==> src/rtl/rv_pbus_arb.sv <==
// rv_pbus_arb: round-robin arbiter sharing rv32_core's host memory port among NREQ masters.
// Optional p_ack watchdog (sticky tmo_err) is built when RV_PBUS_ARB_TIMEOUT_EN is defined.
module rv_pbus_arb #(
  parameter int unsigned NREQ = 2,
  parameter int unsigned TMO  = 256
) (
  input  logic               cclk,
  input  logic               xreset,
  input  logic [NREQ-1:0]    req_re,
  input  logic [NREQ-1:0]    req_we,
  input  logic [NREQ*32-1:0] req_adr,
  input  logic [NREQ*32-1:0] req_dw,
  output logic [NREQ-1:0]    req_ack,
  output logic [31:0]        req_dr,
  output logic [31:0]        p_adr,
  output logic               p_we,
  output logic               p_re,
  output logic [31:0]        p_dw,
  input  logic [31:0]        p_dr,
  input  logic               p_ack,
  output logic               tmo_err
);

  localparam int unsigned DW = 32;
  localparam int unsigned IW = $clog2(NREQ);

  if (NREQ < 2 || NREQ > 8 || TMO == 0) begin : g_bad_param
    $error("rv_pbus_arb: NREQ must be 2..8 and TMO must be nonzero");
  end

  typedef enum logic [1:0] {IDLE, BUSY, ACK} state_e;

  state_e          state_q, state_d;
  logic [IW-1:0]   last_q, last_d;
  logic [DW-1:0]   p_adr_q, p_adr_d;
  logic [DW-1:0]   p_dw_q, p_dw_d;
  logic            p_we_q, p_we_d;
  logic            p_re_q, p_re_d;
  logic [NREQ-1:0] req_ack_q, req_ack_d;
  logic [DW-1:0]   req_dr_q, req_dr_d;

`ifdef RV_PBUS_ARB_TIMEOUT_EN
  localparam int unsigned CW = $clog2(TMO + 1);
  logic [CW-1:0]   cnt_q, cnt_d;
  logic            tmo_err_q, tmo_err_d;
`endif

  // Flat request vectors reshaped per master
  logic [DW-1:0]   adr_arr [NREQ];
  logic [DW-1:0]   dw_arr  [NREQ];
  logic [NREQ-1:0] active;

  for (genvar g = 0; g < NREQ; g++) begin : g_unpack
    assign adr_arr[g] = req_adr[g*DW +: DW];
    assign dw_arr[g]  = req_dw[g*DW +: DW];
  end

  assign active = req_re | req_we;

  // Round-robin pick: first active index after the last grant, wrapping
  logic          gnt_vld;
  logic [IW-1:0] gnt_idx;

  always_comb begin
    int unsigned idx;
    gnt_vld = 1'b0;
    gnt_idx = '0;
    idx     = 0;
    for (int unsigned k = 1; k <= NREQ; k++) begin
      idx = (32'(last_q) + k) % NREQ;
      if (!gnt_vld && active[IW'(idx)]) begin
        gnt_vld = 1'b1;
        gnt_idx = IW'(idx);
      end
    end
  end

  always_comb begin
    state_d   = state_q;
    last_d    = last_q;
    p_adr_d   = p_adr_q;
    p_dw_d    = p_dw_q;
    p_we_d    = p_we_q;
    p_re_d    = p_re_q;
    req_ack_d = '0;
    req_dr_d  = req_dr_q;
`ifdef RV_PBUS_ARB_TIMEOUT_EN
    cnt_d     = cnt_q;
    tmo_err_d = tmo_err_q;
`endif
    unique case (state_q)
      IDLE: begin
        if (gnt_vld) begin
          state_d = BUSY;
          last_d  = gnt_idx;
          p_adr_d = adr_arr[gnt_idx];
          p_dw_d  = dw_arr[gnt_idx];
          p_we_d  = req_we[gnt_idx];
          p_re_d  = req_re[gnt_idx] & ~req_we[gnt_idx];
`ifdef RV_PBUS_ARB_TIMEOUT_EN
          cnt_d   = '0;
`endif
        end
      end
      BUSY: begin
`ifdef RV_PBUS_ARB_TIMEOUT_EN
        cnt_d = cnt_q + CW'(1);
`endif
        if (p_ack) begin
          state_d           = ACK;
          req_dr_d          = p_dr;
          p_we_d            = 1'b0;
          p_re_d            = 1'b0;
          req_ack_d[last_q] = 1'b1;
`ifdef RV_PBUS_ARB_TIMEOUT_EN
        end else if (cnt_d == CW'(TMO)) begin
          // Core never answered: complete with a poison value and flag it
          state_d           = ACK;
          req_dr_d          = 32'hDEAD_BEEF;
          p_we_d            = 1'b0;
          p_re_d            = 1'b0;
          req_ack_d[last_q] = 1'b1;
          tmo_err_d         = 1'b1;
`endif
        end
      end
      ACK: begin
        state_d = IDLE;
      end
      default: begin
        state_d = IDLE;
      end
    endcase
  end

  always_ff @(posedge cclk or negedge xreset) begin
    if (!xreset) begin
      state_q   <= IDLE;
      last_q    <= IW'(NREQ - 1);
      p_adr_q   <= '0;
      p_dw_q    <= '0;
      p_we_q    <= 1'b0;
      p_re_q    <= 1'b0;
      req_ack_q <= '0;
      req_dr_q  <= '0;
`ifdef RV_PBUS_ARB_TIMEOUT_EN
      cnt_q     <= '0;
      tmo_err_q <= 1'b0;
`endif
    end else begin
      state_q   <= state_d;
      last_q    <= last_d;
      p_adr_q   <= p_adr_d;
      p_dw_q    <= p_dw_d;
      p_we_q    <= p_we_d;
      p_re_q    <= p_re_d;
      req_ack_q <= req_ack_d;
      req_dr_q  <= req_dr_d;
`ifdef RV_PBUS_ARB_TIMEOUT_EN
      cnt_q     <= cnt_d;
      tmo_err_q <= tmo_err_d;
`endif
    end
  end

  assign p_adr   = p_adr_q;
  assign p_dw    = p_dw_q;
  assign p_we    = p_we_q;
  assign p_re    = p_re_q;
  assign req_ack = req_ack_q;
  assign req_dr  = req_dr_q;
`ifdef RV_PBUS_ARB_TIMEOUT_EN
  assign tmo_err = tmo_err_q;
`else
  assign tmo_err = 1'b0;
`endif

endmodule

==> config.mk <==
export PLATFORM = sky130hd
export DESIGN_NAME = rv_pbus_arb
export DESIGN_NICKNAME = d
export VERILOG_FILES = /design/src/rtl/rv_pbus_arb.sv
export SDC_FILE = /design/constraint.sdc
export NUM_CORES = 1
export LEC_CHECK = 0
export CAP_MARGIN = 20
export CORE_ASPECT_RATIO = 1.75
export CORE_MARGIN = 5
export CORE_UTILIZATION = 35
export DETAILED_ROUTE_END_ITERATION = 8
export HOLD_SLACK_MARGIN = 0.12
export PLACE_DENSITY = 0.82
export SLEW_MARGIN = 25
export SYNTH_ARGS = -nofsm -noshare
export SYNTH_HDL_FRONTEND = slang
export SYNTH_SLANG_ARGS = --single-unit
==> constraint.sdc <==
create_clock -name cclk -period 2.23 [get_ports cclk]
set_clock_uncertainty 0.1 [all_clocks]
set_input_delay 0.446 -clock cclk [delete_from_list [all_inputs] [get_ports cclk]]
set_output_delay 0.446 -clock cclk [all_outputs]
set_load 0.01 [all_outputs]
### Word-level counts from Yosys, hierarchy flattened

Cells that the tools add are included.

| storage, ports and cells | value |
|---|---|
| flip-flop bits (word level) | 103 |
| input port bits | 167 |
| output and inout port bits | 101 |
| logic and storage cells | 62 |

| operators by class | value |
|---|---|
| reduce and logical (&&, ||, !) cells | 9 |
| mux-type cells | 30 |
| bitwise operators | 4 |
| $lt $le $gt $ge | 6 |
| add/sub/neg operators | 2 |
| equality and inequality tests | 3 |

Operator list:

| cell | number |
|---|---|
| $mux W32 | 6 |
| $mux W1 | 16 |
| $lt A1 B2 Y1 const B | 4 |
| $mux W2 | 4 |
| $reduce_and A2 Y1 | 3 |
| $ne A2 B2 Y1 const B | 2 |
| $pmux W1 S2 | 2 |
| $pmux W2 S2 | 1 |
| $reduce_and A3 Y1 | 1 |
| $add A1 B1 Y1 const B | 2 |
| $eq A2 B1 Y1 const B | 1 |
| $ge A2 B2 Y1 const B | 1 |
| $logic_and A1 B1 Y1 | 2 |
| $logic_not A2 Y1 | 1 |
| $not A1 Y2 | 1 |
| $or A2 B2 Y2 | 1 |
| $reduce_bool A2 Y1 | 1 |
| $and A1 B1 Y1 | 1 |
| $demux W1 S1 | 1 |
| $ge A1 B1 Y1 const B | 1 |
| $logic_not A1 Y1 | 1 |
| $not A1 Y1 | 1 |

### Logic depth before layout (Yosys ltp)

Gate-level depths: netlist (run 1).

| logic depth | value |
|---|---|
| depth in word-level cells | 13 |
| mapped depth | 6 |

### Worst setup path after synthesis (run 1)

OpenSTA, ideal clock, no wires.

| timing path | value |
|---|---|
| path kind | input-to-reg |
| start point | in req_we[0] |
| end point | reg p_dw_q[16], in the netlist p_dw[16] |
| required time | 2.000 ns |
| stages | 5 |
| slack | 0.492 ns |
| arrival | 1.508 ns |
| cell sequence | or4_4 clkbuf_1 buf_2 a21oi_1 a31oi_1 |

| between the ends | value |
|---|---|
| longest elaborated chain between the ends | 11 |
| elaborated cells between the ends (all ways) | 16 |

Ends and longest elaborated chain:

| element | RTL line | RTL |
|---|---|---|
| start: declaration | 10 | `input logic [NREQ-1:0] req_we,` |
| $or A2 B2 Y2 * | 58 | `assign active = req_re \| req_we;` |
| $mux W1 (implied by the code) (2 in a row) | 71 | `if (!gnt_vld && active[IW'(idx)]) begin` |
| $mux W1 | 71 |  |
| $logic_not A1 Y1 | 71 |  |
| $logic_and A1 B1 Y1 | 71 |  |
| $mux W1 | 71 |  |
| $not A1 Y2 (implied by the code) | 97 | `p_dw_d = dw_arr[gnt_idx];` |
| $mux W32 (implied by the code) (3 in a row) | 97 |  |
| end signal: assignment | 154 | `p_dw_q <= p_dw_d;` |
| end: declaration | 36 | `logic [DW-1:0] p_dw_q, p_dw_d;` |

Every way passes the cells marked *; elsewhere a longest branch is shown, timed or not. The select of a mux whose other input is x is not followed.
A chain may end at the register's enable or synchronous reset.

### Worst setup path in the final report (run 1)

| timing path | value |
|---|---|
| start point | in req_we[0] |
| end point | reg p_dw_q[23], in the netlist p_dw[23] |

Same word-level chain as after synthesis.

==> results by stage, run 1 <==
Status:
- The flow ran to the end, and the final reports show no timing, DRC or antenna violations.

CTS:
- The buffer type at the clock tree root is clkbuf_16.
- The count of clock tree sinks is just over 100.
- The latest clock arrival within the worst-skew pair is 0.33 ns.
- The clock passes through at most 2 buffers.
- The post-CTS setup repair buffer count is 0.
- The number of gates given a new drive strength after cts is 0.
- The clock transition at the register clock pins on the worst setup and hold paths after CTS is 0.07 ns.
- Clock tree synthesis inserted a total of 9 buffers.
- The H-tree was split into 3 levels.
- TritonCTS built the clock tree.

Layout:
- The cell area after layout is 0.008069 mm².
- The multi-input gate area in the final layout is 0.002046 mm².
- The most common library cell in the layout ignoring fill and taps is clkdlybuf4s50_1.
- The fraction of the core area covered by cells at the end of the flow is between 50% and 60%.
- The filler cells instantiated in the layout total roughly 1.1k.
- In the layout the commonest cells are clkdlybuf4s50_1 (265), dfrtp_1 (102), nand3b_1 (65), o21ai_0 (65).
- The net count of the finished layout is 878.
- 0 antenna diodes ended up in the layout.
- The signed area change from the synthesized netlist to the final layout is 65.78%.
- Registers take 0.002579 mm².
- The non-filler instance count after layout is 893.
- The fraction of layout cells with a size suffix above 1 is 10.61%.

Route:
- The routed layout has between 4k and 5k vias.
- The total length of routed wires is 16.36 mm.
- The first routing iteration left 301 violations.
- The first detailed-routing pass ran for 5 iterations.
- The remaining routing DRC violations is 0.
- The wire length per cell is around 18 µm.
- Once detail routing completed, the nets flagged for antenna violations numbered 0.
- The ratio of routed vias to standard cells is 5.339.

Worst setup path:
- The critical path in this run is classified as in2reg.
- The capturing element of the worst setup path is p_dw[23].
- The worst setup path is captured at a flip-flop.
- The launch instance of the worst register-to-register path is last_q.
- The endpoint identified for the worst register-to-register timing path is p_dw[3].
- The number of cells traversed by the worst register-to-register path is 4.
- The arrival time of data at the critical path endpoint is 2.13 ns.
- The biggest fanout along the worst timing path is 24.
- Traced cell by cell, the critical path runs through clkdlybuf4s50_1 -> or4_4 -> and2_2 -> buf_4 -> a31oi_1.
- The critical path's slowest cell is or4_4.
- The minimum setup slack among reg-to-reg paths is approximately 0.66 ns.
- For this run, the slowest stage of the critical path takes 0.57 ns.
- The worst setup path is launched from an input port.
- The most critical setup path has its startpoint at req_we[0].
- The critical path required time is 2.37 ns.

Synth:
- By area, the combinational part of the netlist is dominated by compound AO/OA/AOI/OAI gates.
- The adder and majority gate portion of the synthesized area is 0%.
- Summing every instance area after synthesis gives 0.004867 mm².
- The instance count of the mapped netlist is between 400 and 500.
- The post-synthesis area per instance is 10.44 µm².
- After synthesis, flip-flops and latches occupy 52.98% of the total area.
- For this run, asynchronously set or reset flops after synthesis account for 100.0%.
- The predominant post-synthesis flop cell is dfrtp_1.
- Synthesis inferred 103 register bits.
- The net count of the mapped netlist is 633.
- During synthesis, Yosys emitted a total of 0 warnings.
- The post-synthesis xor/xnor area fraction is 0%.
- The count of flip-flops with a built-in enable after synthesis is 0.
- The synthesized netlist devotes approximately 22% of its cell area to compound gates.
- Of the total synthesized cell area, the portion taken by AND, OR, NAND and NOR gates is 11.29%.
- Measured against the total synthesized area, the mux share comes to 7.841%.
- The post-synthesis cell type count is 26.

Power and ir drop:
- Dividing total power by cell area gives a power density of 1285 mW/mm².
- IR analysis of the VDD net gives a maximum drop of 0.5416 mV.
- The design draws between 10 and 15 mW.
- The static leakage power is around 3.1 nW.

Timing:
- On the final layout, the worst hold slack is 0.4085 ns.
- For this run, the top clock speed supported by timing is between 500 and 600 MHz.
- Setup repair after global routing left no endpoint under its margin.
- The final number of max-transition violations was 0.
- The total setup violations reported at the end of the flow is 0.
- The final count of hold timing violations came to 0.
- The slew at the pin with the worst max-slew slack is 0.5557 ns.
- The worst path uses 88.93% of the clock period.
- The worst path in the final design needs a cycle of slightly below 2 ns, including I/O delays and setup.
- The worst pin sits at a relative slew slack of 62.95%.

Placement:
- The post-placement cell count is 876.
- Summing all placed instances gives a cell area of 0.007731 mm².
- The final HPWL from detailed placement is 11.99 mm.
- The placer congestion estimate is 0.8286.
- The number of buffer cells added on primary ports is 266.

Floorplan:
- The site row count is 57.
- The overall die area is 0.01646 mm².
- The initial utilization of the core area, before any placement, comes to 35.36%.
- The number of placed I/O pins is 268.
- The horizontal die dimension is 99.14 µm.
- The standard cell core area is ~0.014 mm².
- The chip height is 166 µm.

GRT:
- The initial antenna violation count is 0.
- The wire length of the first global-routing pass is between 20 and 30 mm.
- Entering global routing, the biggest net connects 130 pins.
- Global routing finished with a remaining overflow of 0.
- The via count of the first global-routing pass was 4,909.
- The total track usage is 19.30%.

Flow run:
- Max-cap violations in this run came to 0.

Min path:
- In this run the worst hold path is classified as reg2reg.
[critical path, delay by kind of cell]
family / cells / cell delay, ns
buffers and inverters: 2 / 0.66
AO/OA/AOI/OAI: 1 / 0.20
AND/OR/NAND/NOR: 2 / 0.81
[metrics by stage]
step,worst slack (ns),setup TNS [ns]
floorplan,0.4921,0
global placement,-0.01969,-0.3586
detailed placement,-0.08661,-1.194
CTS,0.2620,0
global route,0.1944,0
finish,0.2468,0
[worst min-delay path by stage]
stage,from,endpoint,depth (start not counted)
after detailed placement,req_dr[4],req_dr[4],1
after global routing,req_dr[1],req_dr[1],1
after global placement,req_dr[9],req_dr[9],1
after floorplan,xreset,p_adr[0],0
after CTS,req_dr[17],req_dr[17],1
final,req_dr[17],req_dr[17],1
[cell families after synthesis]
kind of cell	Yosys count
compound gates	198
flops	103
simple gates	76
buf+inv	54
mux	34
other cells	1
[area by class of cell]
type / instances / area share [%]
repair buffers: 286 / 35.79
flip-flops and latches: 103 / 31.96
multi-input cells: 309 / 25.35
clock buffers: 9 / 2.791
well taps: 177 / 2.745
clock inverters: 7 / 1.272
inverters: 2 / 0.09304
[synth_stat cells (2+ instances only)]
library cell | n | area, µm²
a21oi_1 | 64 | 320.3
a31oi_1 | 64 | 400.4
and2_1 | 2 | 12.51
buf_2 | 10 | 50.05
buf_6 | 7 | 78.83
clkbuf_1 | 34 | 127.6
dfrtp_1 | 102 | 2552
inv_1 | 2 | 7.510
mux2_2 | 33 | 371.6
nand2_1 | 2 | 7.510
nand3b_1 | 65 | 488.0
nor2_1 | 3 | 11.26
o21ai_0 | 65 | 325.3
[routing by layer]
layer / GRT usage [%] / share of wire (%)
met3: 5.128 / 7.7
met1: 22.29 / 36
met5: 0 / 0
met4: 6.361 / 2.9
met2: 34.13 / 53
[timing repair]
action,in CTS,in global routing
endpoints found under the setup margin,0,0
endpoints found under the hold margin,99,0
hold buffers,1,0
[sequential cells by signal, indices dropped and copies added (netlist names)]
register and count:
last_q 1, p_re 1, p_we 1, state_q 2, p_dw 32, req_ack 2, p_adr 32, req_dr 32
[where the power goes]
| group | switching [mW] | internal (mW) |
|---|---|---|
| sequential | 0.547 | 2.83 |
| clock | 0.723 | 1.00 |
| combinational | 2.40 | 2.87 |
No activity file was read; power rests on OpenSTA's default activity.
==> run 2, diff against run 1 <==
--- a/config.mk
+++ b/config.mk
@@ -12,6 +12,7 @@
 export DETAILED_ROUTE_END_ITERATION = 8
 export HOLD_SLACK_MARGIN = 0.12
 export PLACE_DENSITY = 0.82
+export SETUP_SLACK_MARGIN = 0.05
 export SLEW_MARGIN = 25
 export SYNTH_ARGS = -nofsm -noshare
 export SYNTH_HDL_FRONTEND = slang
==> constraint.sdc (replaced) <==
create_clock -name cclk -period 2.23 [get_ports cclk]
set_clock_uncertainty 0.1 [all_clocks]
set_input_delay 0.5575 -clock cclk [delete_from_list [all_inputs] [get_ports cclk]]
set_output_delay 0.5575 -clock cclk [all_outputs]
set_load 0.01 [all_outputs]
==> results by stage, run 2 (synthesis gave the netlist of run 1 again) <==
Power and ir drop:
- The logic gate share of total power is 51.8% (was 50.8%).
- The total power divided by cell area is 1271 mW/mm² (was 1285 mW/mm²).
- The switching share of power is 36.45% (was 35.40%).
- The overall power after layout is 10.20 mW (was 10.37 mW).
- The net switching power is 3.718 mW (was 3.672 mW).
- The clock group share of total power is 15.1% (was 16.6%).
- The total internal power is 6.483 mW (was 6.700 mW).
- The static leakage power is 3.071 nW (was 3.099 nW).
- The power share of the sequential group is 33.1% (was 32.6%).
- The highest ir drop seen on vdd is 0.5733 mV (was 0.5416 mV).

Floorplan:
- The standard cell core area is 0.01376 mm² (unchanged).
- The overall die area was 0.01646 mm² (unchanged).
- The starting density of the core is 35.36% (unchanged).
- The number of placed I/O pins is 268 (unchanged).
- The horizontal die dimension is 99.14 µm (unchanged).
- The chip height is 166 µm (unchanged).
- The site row count is 57 (unchanged).

Layout:
- The non-filler instance count after layout is 893 (unchanged).
- The most common library cell in the layout ignoring fill and taps is clkdlybuf4s50_1 (unchanged).
- The signed area change from the synthesized netlist to the final layout is 64.96% (was 65.78%).
- Top library cells by usage in the layout, fill and taps aside: clkdlybuf4s50_1 (265), dfrtp_1 (102), nand3b_1 (65), o21ai_0 (65) (unchanged).
- The fraction of the core area covered by cells at the end of the flow is 58.33% (was 58.62%).
- The cell area after layout is 0.008029 mm² (was 0.008069 mm²).
- The fraction of layout cells with a size suffix above 1 is 10.75% (was 10.61%).
- The number of nets in the final layout came to 878 (unchanged).
- The number of antenna repair diodes is 0 (unchanged).

Worst setup path:
- The start point of the critical path is req_we[0] (unchanged).
- The startpoint-to-endpoint class of the critical path is in2reg (unchanged).
- The number of cells traversed by the worst register-to-register path is 4 (unchanged).
- The biggest fanout along the worst timing path was 24 (unchanged).
- The nature of the critical path startpoint is an input port (unchanged).
- The launch instance of the worst register-to-register path is last_q (unchanged).
- The minimum setup slack among reg-to-reg paths is 0.69 ns (was 0.66 ns).
- The endpoint kind of the worst setup timing path was a flip-flop (unchanged).
- The end of the worst register-to-register path is p_adr[19] (was p_dw[3]).
- The critical path required time is 2.38 ns (was 2.37 ns).
- The arrival time of data at the critical path endpoint is 2.25 ns (was 2.13 ns).

Timing:
- The final setup TNS is 0 ns (unchanged).
- The worst setup margin is 0.1287 ns (was 0.2468 ns).
- The final count of hold timing violations was 0 (unchanged).
- The final number of max-transition violations is 0 (unchanged).
- The slew at the pin with the worst max-slew slack is 0.5939 ns (was 0.5557 ns).
- The normalized max-slew margin is 60.40% (was 62.95%).
- The worst hold margin is 0.1295 ns (was 0.4085 ns).
- The part of the cycle the worst path needs is 94.23% (was 88.93%).
- The top achievable clock speed was 475.9 MHz (was 504.2 MHz).
- The time the worst path needs with I/O delays and setup is 2.101 ns (was 1.983 ns).
- The total setup violations reported at the end of the flow was 0 (unchanged).
- RSZ-0062 raised after global routing: false (unchanged).

Status:
- Result of the run: completed (unchanged).

CTS:
- The count of clock tree sinks is 103 (unchanged).
- The number of gates given a new drive strength after cts was 0 (unchanged).
- The hold buffer count at cts came to 0 (was 1).
- The maximum buffer depth of the clock tree is 2 (unchanged).
- The number of levels in the clock H-tree is 3 (unchanged).
- The buffer type at the clock tree root is clkbuf_16 (unchanged).
- The latest clock arrival within the worst-skew pair is 0.33 ns (about the same).
- The clock tree from TritonCTS is built (unchanged).
- The number of buffers created by CTS is 9 (unchanged).
- The clock transition at the register clock pins on the worst setup and hold paths after CTS is 0.08 ns (was 0.07 ns).
- The post-CTS setup repair buffer count came to 0 (unchanged).

Route:
- The number of iterations in the first detailed-routing pass was 4 (was 5).
- The remaining routing DRC violations is 0 (unchanged).
- The number of nets with antenna violations after detailed routing came to 0 (unchanged).
- The total length of routed wires is 16.56 mm (was 16.36 mm).
- The DRC violation total after the first TritonRoute iteration is 257 (was 301).
- The via count of the routed design is 4,838 (was 4,768).
- The ratio of routed vias to standard cells is 5.418 (was 5.339).
- The wire length per cell is 18.54 µm (was 18.32 µm).

GRT:
- The initial antenna violation count was 0 (unchanged).
- The largest net degree at the start of global routing is 104 (was 130).
- The via count of the first global-routing pass is 5,136 (was 4,909).
- The total track usage came to 19.50% (was 19.30%).
- The final global-route overflow total is 0 (unchanged).
- The wire length of the first global-routing pass is 26.22 mm (was 25.88 mm).

Placement:
- The placement-stage worst setup slack was -0.1984 ns (was -0.08661 ns).
- The placed cell area is 0.007739 mm² (was 0.007731 mm²).
- The post-placement cell count is 877 (was 876).
- The final HPWL from detailed placement was 12.12 mm (was 11.99 mm).
- The placer congestion estimate was 0.8390 (was 0.8286).
- The number of buffer cells added on primary ports is 266 (unchanged).

Flow run:
- The number of max-cap violations is 0 (unchanged).

Min path:
- The type of the tightest min-delay check is in2async (was reg2reg).
[run 2: cell count changes in the layout (fill, tap and decap cells not counted), sizes merged]
cell,previous run,this run
clkinvlp,0,3
bufinv,2,0
buf,20,21
clkinv,2,1
dlygate4sd3,1,0
[run 2: worst max-delay path by stage]
stage	slack, ns	cells after the start	to
after floorplan	0.38	5	p_dw[16]
after global placement	-0.14	5	p_dw[24]
after detailed placement	-0.20	5	p_dw[23]
after CTS	0.15	5	p_dw[23]
after global routing	0.08	5	p_dw[23]
final	0.13	5	p_dw[23]
[run 2: power by group through the flow]
stage	sequential (mW)	combinational (mW)	clock, mW
after detailed placement	3.40	5.33	0
after CTS	3.38	5.33	1.57
final	3.38	5.28	1.54
after floorplan	3.76	2.05	0
after global placement	3.36	5.17	0
after global routing	3.50	5.68	1.65
[run 2: per-layer routing]
layer | track usage (%) | part of all wire (%) | up-vias
li1 | - | - | 2216
met1 | 22.05 | 37 | 2369
met2 | 35.07 | 54 | 227
met3 | 4.876 | 7.0 | 26
met4 | 6.718 | 2.5 | 0
met5 | 0 | 0 | -
[run 2: final cells by class]
type	count	area (µm²)
Sequential cell	103	2579
Clock inverter	7	65.06
Fill cell	1127	5736
Multi-Input combinational cell	309	2046
Inverter	2	7.507
Timing Repair Buffer	286	2885
Tap cell	177	221.5
Clock buffer	9	225.2
[run 2: worst max-delay path: stages]
cell	delay, ns
clkdlybuf4s50_1	0.46
or4_4	0.58
and2_2	0.24
buf_4	0.22
a31oi_1	0.19
